### config.mk
export PLATFORM = sky130hd
export DESIGN_NAME = freq_div_strobe_flat
export DESIGN_NICKNAME = d
export VERILOG_FILES = /design/src/rtl/freq_div_strobe_if.sv /design/src/rtl/freq_div_strobe.sv /design/src/flat_wrapper.sv
export SDC_FILE = /design/constraint.sdc
export NUM_CORES = 1
export LEC_CHECK = 0
export CAP_MARGIN = 20
export CORE_ASPECT_RATIO = 1.2
export CORE_MARGIN = 3
export CORE_UTILIZATION = 45
export DETAILED_ROUTE_END_ITERATION = 6
export PLACE_DENSITY = 0.67
export SYNTH_ARGS = -nofsm -noshare
export SYNTH_HDL_FRONTEND = slang
export SYNTH_SLANG_ARGS = --single-unit
### constraint.sdc
create_clock -name clk -period 4.9 [get_ports clk]
set_clock_uncertainty 0.05 [all_clocks]
set_input_delay 0.98 -clock clk [delete_from_list [all_inputs] [get_ports clk]]
set_output_delay 0.98 -clock clk [all_outputs]
set_load 0.05 [all_outputs]
### src/rtl/freq_div_strobe_if.sv
// -----------------------------------------------------------------------------
// freq_div_strobe_if
//   Control and status bundle for the programmable frequency divider.
//   master: the controller that drives run/div_load/div_val and observes
//           the strobe, divided clock and status.
//   slave : the divider itself.
//
//   run       master->slave  level: 1 = divider runs, 0 = finish period and idle
//   div_load  master->slave  one-cycle pulse: capture div_val as new divisor
//   div_val   master->slave  requested divisor (legal 2..2^CNT_W-1)
//   C2        slave->master  one-cycle enable strobe, once per period
//   clk_div   slave->master  divided square wave
//   busy      slave->master  divider is counting (RUN or STOP)
//   tick_cnt  slave->master  number of C2 strobes issued, 8-bit wrap
//   div_err   slave->master  sticky: last div_load carried 0 or 1
// -----------------------------------------------------------------------------
interface freq_div_strobe_if #(
  parameter int CNT_W = 4
);
  logic             run;
  logic             div_load;
  logic [CNT_W-1:0] div_val;
  logic             C2;
  logic             clk_div;
  logic             busy;
  logic [7:0]       tick_cnt;
  logic             div_err;

  modport master (
    output run, div_load, div_val,
    input  C2, clk_div, busy, tick_cnt, div_err
  );

  modport slave (
    input  run, div_load, div_val,
    output C2, clk_div, busy, tick_cnt, div_err
  );
endinterface

### src/rtl/freq_div_strobe.sv
// -----------------------------------------------------------------------------
// freq_div_strobe
//   Programmable frequency divider producing a one-cycle enable strobe (C2)
//   every DIV clock cycles plus a divided square wave (clk_div). Supports
//   run/stop with clean completion of the current period and glitch-free
//   divisor changes that take effect only on a period boundary.
//
//   clk   in  system clock, rising edge
//   rst   in  asynchronous active-low reset
//   bus   slave modport of freq_div_strobe_if (run, div_load, div_val,
//         C2, clk_div, busy, tick_cnt, div_err)
//
//   All outputs are registered.
// -----------------------------------------------------------------------------
module freq_div_strobe #(
  parameter int CNT_W       = 4,
  parameter int DEFAULT_DIV = 8
) (
  input  logic             clk,
  input  logic             rst,
  freq_div_strobe_if.slave bus
);

  typedef enum logic [1:0] {
    ST_IDLE = 2'b00,
    ST_RUN  = 2'b01,
    ST_STOP = 2'b10
  } state_t;

  localparam logic [CNT_W-1:0] DIV_RST = CNT_W'(DEFAULT_DIV);
  localparam logic [CNT_W-1:0] ONE     = CNT_W'(1);
  localparam logic [CNT_W-1:0] TWO     = CNT_W'(2);
  localparam logic [CNT_W-1:0] ZERO    = CNT_W'(0);

  state_t           r_state;
  logic [CNT_W-1:0] r_cnt;
  logic [CNT_W-1:0] r_div_act;
  logic [CNT_W-1:0] r_pend;
  logic             r_pend_vld;
  logic             r_c2;
  logic             r_clk_div;
  logic             r_busy;
  logic             r_div_err;
  logic [7:0]       r_tick_cnt;

  state_t           w_state_nxt;
  logic [CNT_W-1:0] w_cnt_nxt;
  logic [CNT_W-1:0] w_div_nxt;
  logic [CNT_W-1:0] w_pend_nxt;
  logic             w_pend_vld_nxt;
  logic             w_err_nxt;
  logic             w_load_ok;
  logic             w_load_bad;
  logic             w_tc;

  // ceil(d/2): number of high cycles of clk_div in a period of length d
  function automatic logic [CNT_W-1:0] half_up(input logic [CNT_W-1:0] d);
    logic [CNT_W:0] sum;
    sum = {1'b0, d} + {{CNT_W{1'b0}}, 1'b1};
    return sum[CNT_W:1];
  endfunction

  // Next-state, counter, divisor and pending-divisor decode
  always_comb begin
    w_load_ok      = bus.div_load && (bus.div_val >= TWO);
    w_load_bad     = bus.div_load && (bus.div_val < TWO);
    w_tc           = (r_state != ST_IDLE) && (r_cnt == (r_div_act - ONE));
    w_state_nxt    = r_state;
    w_cnt_nxt      = r_cnt;
    w_div_nxt      = r_div_act;
    w_pend_nxt     = r_pend;
    w_pend_vld_nxt = r_pend_vld;
    w_err_nxt      = r_div_err;

    case (r_state)
      ST_IDLE: begin
        w_cnt_nxt = ZERO;
        // A divisor left pending while idle is adopted straight away
        if (r_pend_vld) begin
          w_div_nxt      = r_pend;
          w_pend_vld_nxt = 1'b0;
        end else begin
          w_div_nxt = r_div_act;
        end
        if (bus.run) begin
          w_state_nxt = ST_RUN;
        end else begin
          w_state_nxt = ST_IDLE;
        end
      end
      ST_RUN, ST_STOP: begin
        if (w_tc) begin
          w_cnt_nxt = ZERO;
          // A load arriving on the terminal-count edge beats the older pending value
          if (w_load_ok) begin
            w_div_nxt = bus.div_val;
          end else if (r_pend_vld) begin
            w_div_nxt = r_pend;
          end else begin
            w_div_nxt = r_div_act;
          end
          w_pend_vld_nxt = 1'b0;
          // run low at the period end (in RUN or STOP) means this was the last period
          if (bus.run) begin
            w_state_nxt = ST_RUN;
          end else begin
            w_state_nxt = ST_IDLE;
          end
        end else begin
          w_cnt_nxt = r_cnt + ONE;
          if (bus.run) begin
            w_state_nxt = ST_RUN;
          end else begin
            w_state_nxt = ST_STOP;
          end
        end
      end
      default: begin
        w_state_nxt = ST_IDLE;
        w_cnt_nxt   = ZERO;
      end
    endcase

    // Divisor requests: legal values queue up (last wins), illegal ones only flag
    if (w_load_ok) begin
      w_pend_nxt = bus.div_val;
      w_err_nxt  = 1'b0;
      if (w_tc) begin
        w_pend_vld_nxt = 1'b0;
      end else begin
        w_pend_vld_nxt = 1'b1;
      end
    end else if (w_load_bad) begin
      w_err_nxt = 1'b1;
    end else begin
      w_err_nxt = r_div_err;
    end
  end

  // FSM state, counter and registered outputs
  always_ff @(posedge clk or negedge rst) begin
    if (!rst) begin
      r_state    <= ST_IDLE;
      r_cnt      <= ZERO;
      r_div_act  <= DIV_RST;
      r_pend     <= DIV_RST;
      r_pend_vld <= 1'b0;
      r_c2       <= 1'b0;
      r_clk_div  <= 1'b0;
      r_busy     <= 1'b0;
      r_div_err  <= 1'b0;
      r_tick_cnt <= 8'd0;
    end else begin
      r_state    <= w_state_nxt;
      r_cnt      <= w_cnt_nxt;
      r_div_act  <= w_div_nxt;
      r_pend     <= w_pend_nxt;
      r_pend_vld <= w_pend_vld_nxt;
      r_div_err  <= w_err_nxt;
      r_c2       <= w_tc;
      // Outputs are computed from next-cycle values so they line up with r_cnt
      r_clk_div  <= (w_state_nxt != ST_IDLE) && (w_cnt_nxt < half_up(w_div_nxt));
      r_busy     <= (w_state_nxt != ST_IDLE);
      if (w_tc) begin
        r_tick_cnt <= r_tick_cnt + 8'd1;
      end else begin
        r_tick_cnt <= r_tick_cnt;
      end
    end
  end

  assign bus.C2       = r_c2;
  assign bus.clk_div  = r_clk_div;
  assign bus.busy     = r_busy;
  assign bus.tick_cnt = r_tick_cnt;
  assign bus.div_err  = r_div_err;

endmodule

### src/flat_wrapper.sv
// flat-port wrapper written by rule: the top's interface ports become plain ports
module freq_div_strobe_flat 
#(
  parameter int CNT_W       = 4,
  parameter int DEFAULT_DIV = 8
)
  (clk, rst, bus_run, bus_div_load, bus_div_val, bus_C2, bus_clk_div, bus_busy, bus_tick_cnt, bus_div_err);
  freq_div_strobe_if #(.CNT_W(CNT_W)) bus_i ();
  input  logic clk;
  input  logic rst;
  input wire logic [$bits(bus_i.run)-1:0] bus_run;
  input wire logic [$bits(bus_i.div_load)-1:0] bus_div_load;
  input wire logic [$bits(bus_i.div_val)-1:0] bus_div_val;
  output wire logic [$bits(bus_i.C2)-1:0] bus_C2;
  output wire logic [$bits(bus_i.clk_div)-1:0] bus_clk_div;
  output wire logic [$bits(bus_i.busy)-1:0] bus_busy;
  output wire logic [$bits(bus_i.tick_cnt)-1:0] bus_tick_cnt;
  output wire logic [$bits(bus_i.div_err)-1:0] bus_div_err;
  assign bus_i.run = bus_run;
  assign bus_i.div_load = bus_div_load;
  assign bus_i.div_val = bus_div_val;
  assign bus_C2 = bus_i.C2;
  assign bus_clk_div = bus_i.clk_div;
  assign bus_busy = bus_i.busy;
  assign bus_tick_cnt = bus_i.tick_cnt;
  assign bus_div_err = bus_i.div_err;
  freq_div_strobe #(.CNT_W(CNT_W), .DEFAULT_DIV(DEFAULT_DIV)) u_core (.clk(clk), .rst(rst), .bus(bus_i));
endmodule
### Yosys cells after proc, flatten, opt, wreduce, memory -nomap -nowiden

Index checks and enable logic that the tools add are counted.

* $add $sub $neg: 4
* order comparisons: 3
* equality and inequality tests: 4
* muxes and demuxes: 16
* reduce and logical (&&, ||, !) cells: 11

Operator list (count)
* two-way mux 4 bit: 5
* adder 8 x 1 -> 8 bit, second input constant: 1
* case mux 4 bit (2 select lines): 1
* two-way mux 1 bit: 6
* nonzero test 2 bit: 3
* adder 4 x 1 -> 5 bit, second input constant: 1
* adder 4 x 1 -> 4 bit, second input constant: 1
* equality test 4 bit: 1
* greater-or-equal comparator 4 x 2 -> 1 bit, second input constant: 1
* logical AND 1 bit: 4
* < comparator 4 x 2 -> 1 bit, second input constant: 1
* < comparator 4 bit: 1
* two-way mux 2 bit: 2
* case mux 2 bit (2 select lines): 1
* subtractor 4 x 1 -> 4 bit, second input constant: 1
* inequality test 3 x 1 -> 1 bit, second input constant: 1
* nonzero test 3 bit: 1
* equality test 2 x 1 -> 1 bit, second input constant: 1
* equality test 2 bit, second input constant: 1
* zero test 2 bit: 1
* case mux 1 bit (2 select lines): 1
* AND reduction 2 bit: 1
* OR reduction 2 bit: 1

* register bits after elaboration: 27
* input port bits: 8
* output and inout port bits: 12
* word-level logic and storage cells: 48

### Depth between registers and ports, before layout

Gate-level depths: netlist of run 1.

* depth in word-level cells: 8
* depth in mapped cells: 13
* depth with buffers taken out: 13

### Worst setup path after synthesis of run 1

No wires, ideal clock.

* path type: input port to flip-flop
* start point: in bus_div_val[3]
* end point: reg u_core.r_clk_div, in the netlist u_core.bus.clk_div
* setup time: 82 ps
* arrival: 2986 ps
* required time: 4768 ps
* path slack: 1782 ps
* stages on the path: 10
* path buffers: 0
* cell sequence: o311ai_0 > o21ai_0 > and4_1 > o21a_1 > or2_2 > ha_1 > xnor2_1 > ha_1 > a21o_1 > a31oi_1

* longest elaborated chain between the ends: 8

RTL lines
* start: declaration: line flat_wrapper.sv:13 `input wire logic [$bits(bus_i.div_val)-1:0] bus_div_val;`
* greater-or-equal comparator 4 x 2 -> 1 bit: line freq_div_strobe.sv:65 `w_load_ok = bus.div_load && (bus.div_val >= TWO);`
* logical AND 1 bit: line freq_div_strobe.sv:65
* two-way mux 4 bit: line freq_div_strobe.sv:95 `if (w_load_ok) begin`
* two-way mux 4 bit: line freq_div_strobe.sv:92 `if (w_tc) begin`
* case mux 4 bit (2 select lines): line freq_div_strobe.sv:75 `case (r_state)`
* via u_core.w_div_nxt[0]: line freq_div_strobe.sv:48 `logic [CNT_W-1:0] w_div_nxt;`
* adder 4 x 1 -> 5 bit: line freq_div_strobe.sv:59 `sum = {1'b0, d} + {{CNT_W{1'b0}}, 1'b1};`
* < comparator 4 bit: line freq_div_strobe.sv:162 `r_clk_div <= (w_state_nxt != ST_IDLE) && (w_cnt_nxt < half_up(w_div_nxt));`
* logical AND 1 bit: line freq_div_strobe.sv:162
* end signal: assignment: line freq_div_strobe.sv:162
* end: declaration: line freq_div_strobe.sv:41 `logic r_clk_div;`

The timed path passes the listed nets, and every way through them passes these cells.
A chain may end at the register's enable or synchronous reset.

### Worst setup path after layout of run 1

Ends and elaborated chain as after synthesis.

==> results_dict.tcl, run 1 <==
set metrics [dict create \
    top_usage_layer "met2" \
    final_cells 197 \
    p_int_uw 573 \
    cts_resized 0 \
    dr.pass1.iters 4 \
    cts_buffers 3 \
    ys_seq_elements 27 \
    routedWlPerCell_um 14.5 \
    root_buffer "clkbuf_4" \
    drive_gt1_frac 0.0994 \
    synthArstFlopShare 1.00 \
    synthTopCellsByArea "dfrtp_1, ha_1, xnor2_1" \
    synth_area_um2 1490 \
    max_stage_delay_ns 0.47 \
    io_buffers 19 \
    comb_power_share 0.583 \
    path_delay_family "compound AO/OA/AOI/OAI gates" \
    rsz0062_at_grt "no" \
    start_util 0.479 \
    cpMaxStageDelayCell "o311ai_0" \
    rows 22 \
    yosys.area.top_type "dfrtp_1" \
    muxShareOfSynthArea 0.0269 \
    final_antenna_net_count 0 \
    dpl.hpwl_um 2180 \
    finalCriticalPeriod_ns 3.45 \
    grt_use_met1 0.194 \
    use_met3 0.0225 \
    switchingPower_uw 487 \
    synth-edff-count 0 \
    outcome "complete, no violations" \
    power_frac_seq 0.324 \
    worst_ir_drop_vdd_mv 0.458 \
    crit_buf_inv 1 \
    ios 20 \
    post_cts_buffers 0 \
    yosysWarnings 0 \
    synth-compound-area-share 0.135 \
    crit_arrival_ns 3.67 \
    gp_congestion 0.832 \
    p_total_mw 1.06 \
    synth-xor-area-share 0.104 \
    hold_buffers 0 \
    finalWirelength_um 2850 \
    tightest_slew_ns 0.564 \
    synth_ff_type "dfrtp_1" \
    cts_sinks 27 \
    path_clk_slew_ns 0.15 \
    p_leak_nw 0.785 \
    diodes 0 \
    grt_use_total 0.159 \
    hold_viol_final 0 \
    grt_pass1_wl_um 5130 \
    die_x_um 58.5 \
    drc 0 \
    antenna_found_initial 0 \
    clkLatencyLatePin_ns 0.33 \
    die_y_um 69.0 \
    hold_class "reg -> reg" \
    syn_inst 140 \
    grt_max_degree 28 \
    drv_slew 0 \
    grt_pass1_vias 1154 \
    crit_path_end_kind "flop" \
    routed_via_density 5.47 \
    tritoncts "done" \
    setup_viol 0 \
    vias 1077 \
    yosys.area_share.adder 0.0756 \
    drtIter0Drc 29 \
    synth_common_cells "dfrtp_1, nand2_1, xnor2_1" \
    fin_crit_sh 0.704 \
    syn_to_final_growth_pct 17.2 \
    drv_cap 0 \
    core_area_um2 3110 \
    overflow 0 \
    crit_top_cell "ha_1" \
    fmax_mhz 290 \
    dp_cells 193 \
    synth_fp_nets 157 \
    relSlewSlack 0.620 \
    start_kind "primary input" \
    synth_top_family_by_area "simple AND/OR/NAND/NOR gates" \
    htreeDepth 1 \
    path_cells "clkdlybuf4s50_1 -> o311ai_0 -> o21ai_0 -> and4_1 -> o21a_1 -> or2_2 -> ha_1 -> xnor2_1 -> ha_1 -> a21o_1 -> a31oi_1" \
    crit_required_ns 5.12 \
    synth_simple_gate_area_share 0.172 \
    finalSetupTns_ns 0 \
    switching_share 0.459 \
    ys_types 40 \
    power_density_nw_per_um2 608 \
    synth_most_common_cell "dfrtp_1" \
    use_met2 0.281 \
    cts_buffer_depth 2 \
    crit_path_max_fanout 4 \
    ys_seq_area_frac 0.455 \
    power_frac_clock 0.093 \
    yosysTopAreaCellShare 0.420 \
    dieArea_um2 4040 \
    synth_area_per_cell_um2 10.6 \
    finalNetCount 179 \
    crit_type "in -> reg" \
]
==> area by class of cell <==
class	count	area, um2
sequential	27	678
clock buffer	3	22.5
multi-input combinational	103	766
tap	36	45.0
fill	289	1370
clock inverter	1	5.00
timing repair buffer	20	198
inverter	7	31.3
==> power groups by stage <==
stage | clock, mW | sequential [mW] | combinational, mW
after global routing | 0.109 | 0.356 | 0.689
after CTS | 0.102 | 0.345 | 0.626
final | 0.0987 | 0.344 | 0.618
after detailed placement | 0 | 0.350 | 0.625
after global placement | 0 | 0.347 | 0.609
after floorplan | 0 | 0.397 | 0.429
==> tightest hold or removal path, delay by kind of cell, from the launching register on <==
| kind | cells | cell delay, ns |
|---|---|---|
| AND/OR/NAND/NOR | 2 | 0.10 |
| flip-flops | 1 | 0.40 |
==> per-stage QoR <==
stage          cell area [um2]  setup slack, ns  hold slack (ns)  utilization
3_5_place_dp              1720             1.10            0.404        0.552
3_3_place_gp              1720             1.13            0.403        0.552
5_1_grt                   1750             1.21            0.461        0.561
2_1_floorplan             1490             1.78            0.389            -
4_1_cts                   1750             1.45            0.428        0.561
6_report                  1750             1.45            0.423        0.561
==> routing by layer <==
metal  vias up  part of all wire
met5         -                 0
met4         0             0.014
met3         5             0.025
met2        15              0.53
met1       521              0.43
li1        536                 -
==> layout by cell type (no fill, tap or decap), types with 2 or more instances in the layout <==
cell type / count
nand2_1: 21
xor2_1: 3
o211ai_1: 2
dfrtp_1: 25
ha_1: 9
clkdlybuf4s50_1: 19
mux2i_1: 4
a21oi_1: 3
o21ai_0: 7
inv_1: 6
xnor2_1: 12
nand3_1: 4
nand4_1: 4
dfstp_2: 2
clkbuf_4: 3
nor3_1: 4
nor2_1: 8
and4_1: 2
==> registers in the layout, summed over array words and instances, names as in the netlist <==
name,cells
u_core.r_state,2
u_core.r_pend_vld,1
u_core.r_div_act,4
u_core.bus.div_err,1
u_core.r_pend,4
u_core.bus.clk_div,1
u_core.bus.tick_cnt,8
u_core.r_cnt,4
u_core.bus.busy,1
u_core.bus.C2,1
==> final timing paths <==
| kind | start | end | slack (ns) | depth (start not counted) |
|---|---|---|---|---|
| setup / recovery | bus_div_val[3] | u_core.bus.clk_div | 1.45 | 11 |
| hold / removal | u_core.r_pend[3] | u_core.r_pend[3] | 0.42 | 2 |
| setup reg to reg | u_core.r_div_act[0] | u_core.bus.clk_div | 1.72 | 12 |
| hold reg to reg | u_core.r_pend[3] | u_core.r_pend[3] | 0.42 | 2 |
| max in group asynchronous | rst | u_core.r_pend[3] | 3.55 | 2 |
| min in group asynchronous | rst | u_core.bus.tick_cnt[2] | 0.95 | 2 |
==> kinds of logic after synthesis <==
kind of cell             after synthesis
AO/OA/AOI/OAI                         24
adder cells (fa/ha/maj)                9
buffers and inverters                 10
multiplexers                           4
XOR/XNOR                              16
flip-flops                            27
AND/OR/NAND/NOR                       50
(Power assumes the default switching activity.)
==> run 2, diff against run 1 <==
==> constraint.sdc (replaced) <==
create_clock -name clk -period 3.2 [get_ports clk]
set_clock_uncertainty 0.05 [all_clocks]
set_input_delay 0.64 -clock clk [delete_from_list [all_inputs] [get_ports clk]]
set_output_delay 0.64 -clock clk [all_outputs]
set_load 0.05 [all_outputs]
==> run 2 against run 1 <==
Wire length is 6.2% higher. Clock power is 56% higher. Combinational power increased by 67%. Hold slack improved by 0.0026 ns. Setup slack got worse by 1.2 ns. Sequential share of layout area shrank 1.6 points. Via count is 4.0% higher. Non-clock buffer count is 10 higher. Cell count is 5.1% higher. Die area stayed put. Clock-buffer cell count is the same. Critical endpoint unchanged.
==> results_dict.tcl, run 2 (synthesized netlist as in run 1, its figures left out) <==
set metrics [dict create \
    tritoncts "done" \
    core_area_um2 3110 \
    setup_viol 0 \
    rows 22 \
    p_total_mw 1.71 \
    largest_register_ffs 8 \
    start_util 0.479 \
    dieArea_um2 4040 \
    fmax_mhz 335 \
    vias 1120 \
    finalSetupTns_ns 0 \
    layout_common_cells "dfrtp_1, nand2_1, clkdlybuf4s50_1, xnor2_1, buf_4" \
    dr.pass1.iters 4 \
    crit_arrival_ns 3.21 \
    fill_cells 283 \
    cts_sinks 27 \
    dp_cells 200 \
    drive_gt1_frac 0.158 \
    final_antenna_net_count 0 \
    crit_type "reg -> reg" \
    syn_to_final_growth_pct 22.4 \
    root_buffer "clkbuf_4" \
    start_kind "flop" \
    drv_cap 0 \
    grt_use_total 0.167 \
    p_leak_nw 0.834 \
    die_y_um 69.0 \
    crit_required_ns 3.43 \
    dpl.hpwl_um 2300 \
    fin_crit_sh 0.932 \
    tightest_slew_ns 0.608 \
    multi_input_area_um2 766 \
    gp_congestion 0.821 \
    routed_via_density 5.41 \
    placed_area_um2 1770 \
    hold_slack_ns 0.426 \
    regArea_um2 679 \
    finalWirelength_um 3030 \
    crit_path_end_kind "flop" \
    worst_ir_drop_vdd_mv 0.553 \
    power_density_nw_per_um2 937 \
    final_cells 207 \
    finalNetCount 189 \
    overflow 0 \
    hold_buffers 0 \
    grt_pass1_wl_um 5310 \
    relSlewSlack 0.592 \
    cts_buffers 3 \
    hold_class "reg -> reg" \
    drv_slew 0 \
    ios 20 \
    rsz0062_at_grt "no" \
    outcome "complete, no violations" \
    drtIter0Drc 34 \
    clkLatencyLatePin_ns 0.34 \
    drc 0 \
    die_x_um 58.5 \
    diodes 0 \
    crit_path_max_fanout 4 \
    path_clk_slew_ns 0.16 \
    finalCriticalPeriod_ns 2.98 \
    antenna_found_initial 0 \
    cts_buffer_depth 2 \
    design_area_um2 1820 \
    grt_pass1_vias 1131 \
    io_buffers 19 \
    final_common_cell "dfrtp_1" \
    htreeDepth 1 \
    grt_max_degree 28 \
    hold_viol_final 0 \
    routedWlPerCell_um 14.6 \
]
==> run 2: cell count changes in the layout (fill, tap and decap cells not counted) <==
cell / delta
buf_4: +10
dfrtp_1: -1
dfrtp_2: +1
o311ai_0: -1
o311ai_1: +1
==> run 2: per-layer routing <==
layer,vias to the layer above,track usage,part of all wire
met3,7,0.0243,0.032
met1,539,0.211,0.44
met2,21,0.287,0.51
li1,553,-,-
met4,0,0.0515,0.019
met5,-,0,0
==> run 2: layout make-up <==
| class | instances | share of cell area |
|---|---|---|
| clock buffers | 3 | 0.0124 |
| flip-flops and latches | 27 | 0.373 |
| inverters | 7 | 0.0172 |
| repair buffers | 30 | 0.150 |
| clock inverters | 1 | 0.00275 |
| well taps | 36 | 0.0247 |
| multi-input cells | 103 | 0.420 |
==> run 2: repair_timing <==
action                                  4_1_cts  5_1_grt
endpoints found under the setup margin        0        1
buffers inserted                              0        3
resized for setup                             0        2
==> run 2: power by group <==
| part | internal, mW | leakage (nW) | switching (mW) |
|---|---|---|---|
| sequential | 0.439 | 0.345 | 0.0893 |
| combinational | 0.448 | 0.471 | 0.577 |
| clock | 0.0471 | 0.0177 | 0.107 |
==> run 2: worst paths after layout <==
check	startpoint	endpoint	slack (ns)	depth (start not counted)
worst max register to register	u_core.r_div_act[0]	u_core.bus.clk_div	0.22	12
max in group asynchronous	rst	u_core.r_div_act[3]	2.18	2
worst max-delay path	u_core.r_div_act[0]	u_core.bus.clk_div	0.22	12
worst min-delay path	u_core.r_pend[3]	u_core.r_pend[3]	0.43	2
worst min register to register	u_core.r_pend[3]	u_core.r_pend[3]	0.43	2
min in group asynchronous	rst	u_core.bus.tick_cnt[2]	0.60	2
==> run 2: metrics by stage <==
stage / setup slack (ns) / utilization
floorplan: 0.352 / -
CTS: 0.103 / 0.578
global route: 0.00439 / 0.586
detailed placement: -0.257 / 0.569
global placement: -0.183 / 0.569
finish: 0.217 / 0.586
==> run 2: worst max-delay path: stages (launching register included) <==
cell     delay [ns]
dfrtp_1        0.43
inv_1          0.07
ha_1           0.30
xnor2_1        0.16
nor4_4         0.36
a21bo_1        0.19
a21oi_1        0.09
or2_2          0.32
ha_1           0.21
xnor2_1        0.18
ha_1           0.25
a21o_1         0.16
a31oi_1        0.15
==> run 3, diff against run 2 <==
--- a/config.mk
+++ b/config.mk
@@ -6,10 +6,11 @@
 export NUM_CORES = 1
 export LEC_CHECK = 0
 export CAP_MARGIN = 20
-export CORE_ASPECT_RATIO = 1.2
+export CORE_ASPECT_RATIO = 0.6
 export CORE_MARGIN = 3
 export CORE_UTILIZATION = 45
 export DETAILED_ROUTE_END_ITERATION = 6
+export HOLD_SLACK_MARGIN = 0.02
 export PLACE_DENSITY = 0.67
 export SYNTH_ARGS = -nofsm -noshare
 export SYNTH_HDL_FRONTEND = slang
==> run 3 against run 2 <==
Global-route usage increased by 3.1 points. Setup slack got worse by 0.085 ns. Combinational power increased by 4%. Hold slack got worse by 0.0029 ns. Clock-buffer cell count increased by 1. Cell count increased by 3.4%. Clock power increased by 29%. Highest routed layer unchanged. Non-clock buffer count increased by 1. Largest power group unchanged. Power increased by 5.8%. Sequential share of layout area decreased by 0.70 points.
==> results_dict.tcl, run 3 (synthesized netlist as in run 1, its figures left out) <==
set metrics [dict create \
    crit_type "in -> reg" \
    final_antenna_net_count 0 \
    syn_to_final_growth_pct 24.5 \
    worst_ir_drop_vdd_mv 0.553 \
    outcome "complete, no violations" \
    fill_cells 248 \
    die_y_um 50.6 \
    start_kind "primary input" \
    pre_cts_ws_ns -0.236 \
    clkLatencyLatePin_ns 0.28 \
    cts_sinks 27 \
    gp_congestion 0.878 \
    worst_slack_ns 0.132 \
    largest_register_ffs 8 \
    io_buffers 19 \
    finalNetCount 190 \
    crit_top_cell "ha_1" \
    fin_crit_sh 0.959 \
    rows 15 \
    dr.pass1.iters 4 \
    start_util 0.496 \
    drv_cap 0 \
    drtIter0Drc 76 \
    tightest_slew_ns 0.670 \
    final_common_cell "dfrtp_1" \
    relSlewSlack 0.550 \
    cts_buffer_depth 2 \
    crit_required_ns 3.35 \
    finalWirelength_um 3560 \
    cts_buffers 3 \
    dieArea_um2 4060 \
    regArea_um2 678 \
    diodes 0 \
    routed_via_density 5.43 \
    drive_gt1_frac 0.151 \
    overflow 0 \
    die_x_um 80.3 \
    crit_path_end_kind "flop" \
    vias 1162 \
    hold_slack_ns 0.423 \
    p_leak_nw 0.844 \
    path_cells "clkdlybuf4s50_1 -> o311ai_1 -> o21ai_0 -> and4_1 -> o21a_1 -> or2_2 -> ha_1 -> xnor2_1 -> ha_1 -> a21o_1 -> a31oi_1" \
    routedWlPerCell_um 16.6 \
    dpl.hpwl_um 2720 \
    ios 20 \
    setup_viol 0 \
    grt_pass1_vias 1117 \
    grt_use_total 0.198 \
    hold_class "reg -> reg" \
    hold_viol_final 0 \
    fmax_mhz 326 \
    crit_arrival_ns 3.22 \
    grt_max_degree 28 \
    max_stage_delay_ns 0.44 \
    rsz0062_at_grt "no" \
    drv_slew 0 \
    multi_input_area_um2 766 \
    path_clk_slew_ns 0.10 \
    antenna_found_initial 0 \
    root_buffer "clkbuf_8" \
    crit_path_max_fanout 2 \
    finalCriticalPeriod_ns 3.07 \
    hold_buffers 0 \
    drc 0 \
    power_density_nw_per_um2 975 \
    layout_common_cells "dfrtp_1, nand2_1, clkdlybuf4s50_1, xnor2_1, buf_4" \
    htreeDepth 1 \
    grt_pass1_wl_um 5820 \
    core_area_um2 3000 \
    tritoncts "done" \
    cpMaxStageDelayCell "clkdlybuf4s50_1" \
    utilization 0.617 \
]
-- run 3: path summary, 6_finish.rpt --
kind | startpoint | to | slack [ns] | cells past startpoint
setup / recovery | bus_div_val[3] | u_core.bus.clk_div | 0.13 | 11
hold / removal | u_core.bus.tick_cnt[7] | u_core.bus.tick_cnt[7] | 0.42 | 1
setup reg to reg | u_core.r_div_act[1] | u_core.bus.clk_div | 0.17 | 12
hold reg to reg | u_core.bus.tick_cnt[7] | u_core.bus.tick_cnt[7] | 0.42 | 1
max in group asynchronous | rst | u_core.r_pend[3] | 2.12 | 2
min in group asynchronous | rst | u_core.r_pend[1] | 0.66 | 2
-- run 3: report_power, final --
part	internal [mW]	switching (mW)
registers	0.438	0.0985
logic	0.452	0.619
clock network	0.0894	0.110
total	0.979	0.827
-- run 3: metrics by stage --
step                power, mW  TNS (ns)  instance area (um2)  cells
floorplan                1.26         0                 1490    140
global placement         1.53    -0.191                 1790    207
detailed placement       1.57    -0.236                 1790    207
CTS                      1.78         0                 1830    211
global route             1.92         0                 1850    214
finish                   1.81         0                 1850    214
-- run 3: cell type report --
type                       instances  area share
multi-input combinational        103       0.413
sequential                        27       0.366
timing repair buffer              31       0.151
tap                               42      0.0284
clock buffer                       4      0.0243
inverter                           7      0.0169
-- run 3: what timing repair did --
item,CTS,global route
resized for setup,0,1
hold endpoints to repair,0,0
buffers inserted,0,3
setup endpoints to repair,0,1
-- run 3: layer usage --
| layer | up-vias | global-route usage | share of wire | wire (um) |
|---|---|---|---|---|
| met4 | 0 | 0.0506 | 0.013 | 48 |
| met2 | 47 | 0.290 | 0.44 | 1580 |
| met3 | 4 | 0.0538 | 0.074 | 262 |
| met1 | 561 | 0.288 | 0.47 | 1670 |
| li1 | 550 | - | - | - |
| met5 | - | 0 | 0 | 0 |
-- run 3: critical path: cells and delay by family --
kind | cells | cell delay [ns]
AO/OA/AOI/OAI | 5 | 1.00
XOR/XNOR | 1 | 0.18
buffers and inverters | 1 | 0.44
AND/OR/NAND/NOR | 2 | 0.50
adder cells (fa/ha/maj) | 2 | 0.47
